--- src/rtl/dc_run_ctrl_if.sv ---
// Control/status bundle for the decade-counter run controller.
// The bench or board side holds master; the controller holds slave.
interface dc_run_ctrl_if;
  logic       start;
  logic       stop;
  logic       clear;
  logic [7:0] target;
  logic [3:0] ones;
  logic [3:0] tens;
  logic       cnt_en;
  logic       z;
  logic       busy;
  logic [1:0] state;

  modport master (
    output start, stop, clear, target,
    input  ones, tens, cnt_en, z, busy, state
  );

  modport slave (
    input  start, stop, clear, target,
    output ones, tens, cnt_en, z, busy, state
  );
endinterface

--- src/rtl/dc_run_ctrl.sv ---
// Run controller for a two-digit BCD counter: edge-detects start/stop/clear,
// prescales the count enable, steps the digits and pulses z on reaching target.
module dc_run_ctrl #(
  parameter int unsigned PRESCALE = 4
) (
  input  logic         clk,
  input  logic         reset,
  dc_run_ctrl_if.slave bus
);

  typedef enum logic [1:0] {
    IDLE = 2'b00,
    RUN  = 2'b01,
    HOLD = 2'b10,
    DONE = 2'b11
  } state_e;

  localparam logic [3:0] PRE_MAX = 4'(PRESCALE - 1);

  state_e     state_q, state_d;
  logic [3:0] ones_q, ones_d;
  logic [3:0] tens_q, tens_d;
  logic [3:0] pre_q, pre_d;
  logic       z_q, z_d;
  logic       start_prev_q, start_prev_d;
  logic       stop_prev_q, stop_prev_d;
  logic       clear_prev_q, clear_prev_d;

  logic       start_edge, stop_edge, clear_edge;
  logic       cnt_en;
  logic [3:0] ones_step, tens_step;

  assign start_edge = bus.start & ~start_prev_q;
  assign stop_edge  = bus.stop  & ~stop_prev_q;
  assign clear_edge = bus.clear & ~clear_prev_q;

  // Decoded purely from registers so no input reaches an output combinationally.
  assign cnt_en = (state_q == RUN) && (pre_q == PRE_MAX);

  // BCD increment with 99 -> 00 wrap.
  always_comb begin
    ones_step = ones_q + 4'd1;
    tens_step = tens_q;
    if (ones_q == 4'd9) begin
      ones_step = 4'd0;
      tens_step = (tens_q == 4'd9) ? 4'd0 : tens_q + 4'd1;
    end
  end

  // NOTE: every variable gets a default at the top so no path leaves one unassigned (no latches).
  always_comb begin
    state_d      = state_q;
    ones_d       = ones_q;
    tens_d       = tens_q;
    pre_d        = pre_q;
    z_d          = 1'b0;
    start_prev_d = bus.start;
    stop_prev_d  = bus.stop;
    clear_prev_d = bus.clear;

    if (clear_edge) begin
      state_d = IDLE;
      ones_d  = 4'd0;
      tens_d  = 4'd0;
      pre_d   = 4'd0;
    end else begin
      unique case (state_q)
        IDLE, DONE: begin
          if (start_edge) begin
            state_d = RUN;
            ones_d  = 4'd0;
            tens_d  = 4'd0;
            pre_d   = 4'd0;
          end
        end
        RUN: begin
          // A pause wins over a coincident step: everything freezes as-is.
          if (stop_edge) begin
            state_d = HOLD;
          end else if (cnt_en) begin
            pre_d  = 4'd0;
            ones_d = ones_step;
            tens_d = tens_step;
            // Invalid BCD targets can never equal a stepped count, so they never match.
            if ({tens_step, ones_step} == bus.target) begin
              state_d = DONE;
              z_d     = 1'b1;
            end
          end else begin
            pre_d = pre_q + 4'd1;
          end
        end
        HOLD: begin
          if (start_edge) state_d = RUN;
        end
        default: state_d = IDLE;
      endcase
    end
  end

  // NOTE: sequential state uses non-blocking assignments so every flop samples pre-edge values.
  always_ff @(posedge clk) begin
    if (reset) begin
      state_q      <= IDLE;
      ones_q       <= 4'd0;
      tens_q       <= 4'd0;
      pre_q        <= 4'd0;
      z_q          <= 1'b0;
      // History loads 1 so a level already high at release is not an edge.
      start_prev_q <= 1'b1;
      stop_prev_q  <= 1'b1;
      clear_prev_q <= 1'b1;
    end else begin
      state_q      <= state_d;
      ones_q       <= ones_d;
      tens_q       <= tens_d;
      pre_q        <= pre_d;
      z_q          <= z_d;
      start_prev_q <= start_prev_d;
      stop_prev_q  <= stop_prev_d;
      clear_prev_q <= clear_prev_d;
    end
  end

  assign bus.ones   = ones_q;
  assign bus.tens   = tens_q;
  assign bus.z      = z_q;
  assign bus.state  = state_q;
  assign bus.cnt_en = cnt_en;
  assign bus.busy   = (state_q == RUN) || (state_q == HOLD);

  a_digits_bcd: assert property (@(posedge clk) disable iff (reset)
    (ones_q <= 4'd9) && (tens_q <= 4'd9));

  a_z_only_done: assert property (@(posedge clk) disable iff (reset)
    z_q |-> (state_q == DONE));

  a_pre_in_range: assert property (@(posedge clk) disable iff (reset)
    pre_q <= PRE_MAX);

endmodule

--- src/flat_wrapper.sv ---
// flat-port wrapper written by rule: the top's interface ports become plain ports
module dc_run_ctrl_flat 
#(
  parameter int unsigned PRESCALE = 4
)
  (clk, reset, bus_start, bus_stop, bus_clear, bus_target, bus_ones, bus_tens, bus_cnt_en, bus_z, bus_busy, bus_state);
  dc_run_ctrl_if bus_i ();
  input  logic clk;
  input  logic reset;
  input wire logic [$bits(bus_i.start)-1:0] bus_start;
  input wire logic [$bits(bus_i.stop)-1:0] bus_stop;
  input wire logic [$bits(bus_i.clear)-1:0] bus_clear;
  input wire logic [$bits(bus_i.target)-1:0] bus_target;
  output wire logic [$bits(bus_i.ones)-1:0] bus_ones;
  output wire logic [$bits(bus_i.tens)-1:0] bus_tens;
  output wire logic [$bits(bus_i.cnt_en)-1:0] bus_cnt_en;
  output wire logic [$bits(bus_i.z)-1:0] bus_z;
  output wire logic [$bits(bus_i.busy)-1:0] bus_busy;
  output wire logic [$bits(bus_i.state)-1:0] bus_state;
  assign bus_i.start = bus_start;
  assign bus_i.stop = bus_stop;
  assign bus_i.clear = bus_clear;
  assign bus_i.target = bus_target;
  assign bus_ones = bus_i.ones;
  assign bus_tens = bus_i.tens;
  assign bus_cnt_en = bus_i.cnt_en;
  assign bus_z = bus_i.z;
  assign bus_busy = bus_i.busy;
  assign bus_state = bus_i.state;
  dc_run_ctrl #(.PRESCALE(PRESCALE)) u_core (.clk(clk), .reset(reset), .bus(bus_i));
endmodule
--- config.mk ---
export PLATFORM = sky130hd
export DESIGN_NAME = dc_run_ctrl_flat
export DESIGN_NICKNAME = d
export VERILOG_FILES = /design/src/rtl/dc_run_ctrl_if.sv /design/src/rtl/dc_run_ctrl.sv /design/src/flat_wrapper.sv
export SDC_FILE = /design/constraint.sdc
export NUM_CORES = 1
export LEC_CHECK = 0
export CAP_MARGIN = 20
export CORE_ASPECT_RATIO = 0.75
export CORE_UTILIZATION = 44
export DETAILED_ROUTE_END_ITERATION = 8
export PLACE_DENSITY = 0.82
export SLEW_MARGIN = 20
export SYNTH_ARGS = -nofsm -noshare
export SYNTH_HDL_FRONTEND = slang
export SYNTH_SLANG_ARGS = --single-unit
--- constraint.sdc ---
create_clock -name clk -period 1.85 [get_ports clk]
set_input_delay 0.555 -clock clk [delete_from_list [all_inputs] [get_ports clk]]
set_output_delay 0.555 -clock clk [all_outputs]
set_load 0.01 [all_outputs]
==> impl_table.tex <==
\begin{tabular}{lr}
\hline
Metric & Value \\
\hline
\multicolumn{2}{l}{\textbf{Run status}} \\
Status & complete, but fails checks \\
Failing checks & negative setup slack \\
\multicolumn{2}{l}{\textbf{Timing}} \\
Normalized max-slew margin & between 70\% and 80\% \\
Final setup slack of the worst path & -0.208 ns \\
Final Skew & 0.00263 ns \\
Setup violations, final & 10 \\
Number of hold-slack violations in the final timing report & 0 \\
Maximum clock frequency & approximately 0.49 GHz \\
Time the worst path needs with I/O delays and setup & 2.06 ns \\
Number of max-slew violations in the final report & 0 \\
Share of the clock period used by the worst path & 111\% \\
Worst-margin pin slew & between 0.4 and 0.5 ns \\
RSZ-0062 raised after global routing & yes \\
\multicolumn{2}{l}{\textbf{Critical path}} \\
Worst reg2reg endpoint & u\_core.bus.state[0]\$\_SDFFE\_PP0P\_ \\
End point of the critical path & u\_core.bus.state[0]\$\_SDFFE\_PP0P\_ \\
Worst-case register-to-register setup slack & -0.21 ns \\
Standard cell with the maximum stage delay on the critical path & sky130\_fd\_sc\_hd\_\_dfxtp\_4 \\
Cells on worst reg2reg path & 8 \\
Buffering stage count on the worst path with inverters included & 1 \\
Reg-to-Reg Start & u\_core.bus.tens[1]\$\_SDFFE\_PP0P\_ \\
Nature of the critical path startpoint & flop \\
Cell Chain, Critical Path & inv\_4 > ha\_4 > and3b\_2 > nor4b\_4 > o21ai\_2 > a221oi\_4 > nand4\_2 > a31oi\_1 \\
Crit path capture type & flop \\
Worst endpoint data arrival time & 2.27 ns \\
Kind of cell with the highest combined delay on the critical path & simple AND/OR/NAND/NOR gates \\
Kind of critical path & reg -> reg \\
Required time of the worst setup path & just over 2 ns \\
Worst setup path startpoint & u\_core.bus.tens[1]\$\_SDFFE\_PP0P\_ \\
Slowest Stage Delay on Critical Path & 0.39 ns \\
Path length in cells of the critical path & 8 \\
Max Fanout on Critical Path & 3 \\
\multicolumn{2}{l}{\textbf{Synthesis}} \\
Count of unique library cells instantiated by Yosys & between 40 and 50 \\
Syn Area/Cell & 8.63 µm² \\
Share of synthesized area spent on multiplexers & 0\% \\
Mapped Area & 1160 µm² \\
Simple-Gate Fraction of Synth Area & 22.7\% \\
Top flip-flop cell by instance count after synthesis & sky130\_fd\_sc\_hd\_\_dfxtp\_1 \\
Net count of the mapped netlist & roughly 150 \\
Number of synthesis warnings & 0 \\
Post-synth ARST share & 0\% \\
Xor and xnor area share after synthesis & roughly 8.3\% \\
Register area share after synthesis & 31.2\% \\
Cell count after synthesis & 134 \\
EDFF count, synth & 0 \\
Count of state elements after synthesis & 18 \\
Dominant combinational cell family by area after synthesis & compound AO/OA/AOI/OAI gates \\
Adder and majority gate portion of the synthesized area & under 10\% \\
Complex-gate fraction of the synthesized area & 25.1\% \\
\multicolumn{2}{l}{\textbf{Clock network}} \\
\# hold bufs at CTS & 0 \\
Root buffer cell & sky130\_fd\_sc\_hd\_\_clkbuf\_4 \\
Number of buffers on the longest clock path & 2 \\
Worst-Skew Late Latency & about 0.3 ns \\
Clock-pin transition on the worst setup and hold timing paths & 0.11 ns \\
Clock sink total & 18 \\
\# H-tree levels & 1 \\
Cts bufs inserted & 3 \\
CTS tree & done \\
\multicolumn{2}{l}{\textbf{Min path}} \\
Classification of the worst-slack hold path & reg -> reg \\
\multicolumn{2}{l}{\textbf{Global route}} \\
Remaining global-route overflow & 0 \\
Initial antenna violation count & 0 \\
Gr usage total & $\sim$28\% \\
Global-route wire length before repair & approximately 5600 µm \\
Via count of the first global-routing pass & 1206 \\
Largest net degree at the start of global routing & 11 \\
\multicolumn{2}{l}{\textbf{Pwr}} \\
Leak & a little under 0.8 nW \\
Worst vdd ir & 0.533 mV \\
Sum of internal, switching and leakage power & slightly below 900 µW \\
Power per standard cell area & roughly 470 nW/µm² \\
\multicolumn{2}{l}{\textbf{Routing}} \\
Iter 0 DRT Violations & 74 \\
DR pass1 iterations & 6 \\
Detailed-route wire length & 4080 µm \\
DRC violation count after routing & 0 \\
Detailed-route via count & between 1k and 1.5k \\
Count of antenna-violating nets left after detailed routing & 0 \\
Drt wl/cell & about 18 µm \\
Via density per instance & just under 6 \\
\multicolumn{2}{l}{\textbf{Die}} \\
Floorplan die area & $\sim$2800 µm² \\
Vertical die dimension & 46.4 µm \\
Top-level port count & 26 \\
Horizontal extent of the die & between 60 and 70 µm \\
Placeable Area & 2380 µm² \\
Initial Util & around half \\
Std cell rows & 15 \\
\multicolumn{2}{l}{\textbf{Layout}} \\
Fraction of layout instances using a drive strength above 1 & 40.9\% \\
Final non-filler cell total & 232 \\
Diode insertion count for antenna repair & 0 \\
Layout Area Growth over Synthesis & 63.4\% \\
Nets & $\sim$220 \\
\multicolumn{2}{l}{\textbf{Placement}} \\
Sum of net half-perimeters after detailed placement & between 2000 and 3000 µm \\
Weighted congestion at the end of routability-driven global placement & around 0.85 \\
Port Buffer Count & 25 \\
\# placed instances & about 220 \\
\multicolumn{2}{l}{\textbf{Run}} \\
Max-cap violations & 0 \\
\hline
\end{tabular}
==> report_power, final <==
group / switching (mW) / leakage [nW] / internal, mW / total (mW)
registers: 0.00784 / 0.151 / 0.395 / 0.403
clock network: 0.129 / 0.0210 / 0.120 / 0.250
logic: 0.110 / 0.616 / 0.125 / 0.235
==> cells by family after synthesis <==
group / after synthesis
adder cells (fa/ha/maj): 5
XOR/XNOR: 11
flip-flops: 18
buffers and inverters: 14
AO/OA/AOI/OAI: 41
AND/OR/NAND/NOR: 45
==> timing repair <==
item	4_1_cts	5_1_grt
gates resized for setup	34	13
pin swaps	5	4
cloned	0	0
setup endpoints to repair	25	15
buffers inserted	4	2
==> worst reg2reg max path, stage by stage, from the launching register on <==
cell                       delay (ns)
sky130_fd_sc_hd__dfxtp_4         0.39
sky130_fd_sc_hd__inv_4           0.04
sky130_fd_sc_hd__ha_4            0.14
sky130_fd_sc_hd__and3b_2         0.22
sky130_fd_sc_hd__nor4b_4         0.32
sky130_fd_sc_hd__o21ai_2         0.12
sky130_fd_sc_hd__a221oi_4        0.31
sky130_fd_sc_hd__nand4_2         0.19
sky130_fd_sc_hd__a31oi_1         0.25
==> registers in the layout (all words and copies together) (netlist names) <==
register / count
u_core.stop_prev_q: 1
u_core.bus.tens: 4
u_core.bus.ones: 4
u_core.clear_prev_q: 1
u_core.start_prev_q: 1
u_core.bus.state: 2
u_core.bus.z: 1
u_core.pre_q: 4
==> how the worst min path moves through the flow <==
stage,from,endpoint,slack [ns],depth (start not counted)
2_1_floorplan,u_core.pre_q[1]$_SDFFE_PP0P_,u_core.pre_q[1]$_SDFFE_PP0P_,0.46,2
3_3_place_gp,u_core.bus.ones[1]$_SDFFE_PP0P_,u_core.bus.ones[1]$_SDFFE_PP0P_,0.48,2
3_5_place_dp,u_core.bus.ones[1]$_SDFFE_PP0P_,u_core.bus.ones[1]$_SDFFE_PP0P_,0.50,2
4_1_cts,u_core.bus.ones[1]$_SDFFE_PP0P_,u_core.bus.ones[1]$_SDFFE_PP0P_,0.50,2
5_1_grt,u_core.bus.ones[1]$_SDFFE_PP0P_,u_core.bus.ones[1]$_SDFFE_PP0P_,0.55,2
6_report,u_core.bus.ones[1]$_SDFFE_PP0P_,u_core.bus.ones[1]$_SDFFE_PP0P_,0.53,2
==> through the flow <==
step | util, % | worst slack (ns) | hold slack, ns | cell area [µm²] | TNS [ns]
after floorplan | - | -0.0679 | 0.463 | 1200 | -0.160
after global placement | 71.4 | -0.269 | 0.478 | 1700 | -3.51
after detailed placement | 71.4 | -0.351 | 0.500 | 1700 | -4.47
final | 79.3 | -0.208 | 0.535 | 1890 | -0.858
after CTS | 76.6 | -0.136 | 0.495 | 1830 | -0.325
after global routing | 79.3 | -0.297 | 0.554 | 1890 | -1.58
==> layout by cell type, fill, tap and decap left out, types with 6 or more instances in the layout <==
master / count
sky130_fd_sc_hd__a21oi_1: 8
sky130_fd_sc_hd__dlygate4sd2_1: 10
sky130_fd_sc_hd__o21ai_0: 8
sky130_fd_sc_hd__nand2_1: 10
sky130_fd_sc_hd__dfxtp_1: 10
sky130_fd_sc_hd__nor2_1: 8
sky130_fd_sc_hd__buf_4: 38
sky130_fd_sc_hd__dfxtp_2: 6
sky130_fd_sc_hd__xnor2_1: 6
sky130_fd_sc_hd__inv_1: 6
sky130_fd_sc_hd__clkdlybuf4s50_1: 13
==> cell type report <==
type	instances	area, µm²
inverter	8	32.5
fill	154	494
clock buffer	4	36.3
tap	34	42.5
multi-input combinational	102	843
timing repair buffer	66	559
sequential	18	375
==> cells in the mapped netlist, types with 3 or more instances <==
| cell | n | area share [%] |
|---|---|---|
| sky130_fd_sc_hd__a21oi_1 | 10 | 4.3 |
| sky130_fd_sc_hd__buf_6 | 4 | 3.9 |
| sky130_fd_sc_hd__dfxtp_1 | 18 | 31 |
| sky130_fd_sc_hd__ha_1 | 5 | 5.4 |
| sky130_fd_sc_hd__inv_1 | 8 | 2.6 |
| sky130_fd_sc_hd__nand2_1 | 10 | 3.2 |
| sky130_fd_sc_hd__nand2b_1 | 5 | 2.7 |
| sky130_fd_sc_hd__nand3_1 | 3 | 1.3 |
| sky130_fd_sc_hd__nor2_1 | 8 | 2.6 |
| sky130_fd_sc_hd__o21ai_0 | 10 | 4.3 |
| sky130_fd_sc_hd__o41ai_1 | 3 | 2.3 |
| sky130_fd_sc_hd__or2_2 | 3 | 1.6 |
| sky130_fd_sc_hd__xnor2_1 | 6 | 4.5 |
| sky130_fd_sc_hd__xor2_1 | 5 | 3.8 |
==> per-layer routing <==
| metal | up-vias | part of all wire, % | global-route usage [%] |
|---|---|---|---|
| li1 | 619 | - | - |
| met1 | 635 | 39 | 33.8 |
| met2 | 83 | 48 | 47.2 |
| met3 | 27 | 8.7 | 7.58 |
| met4 | 0 | 4.9 | 9.55 |
| met5 | - | 0 | 0 |
No activity file was read; power rests on OpenSTA's default activity.
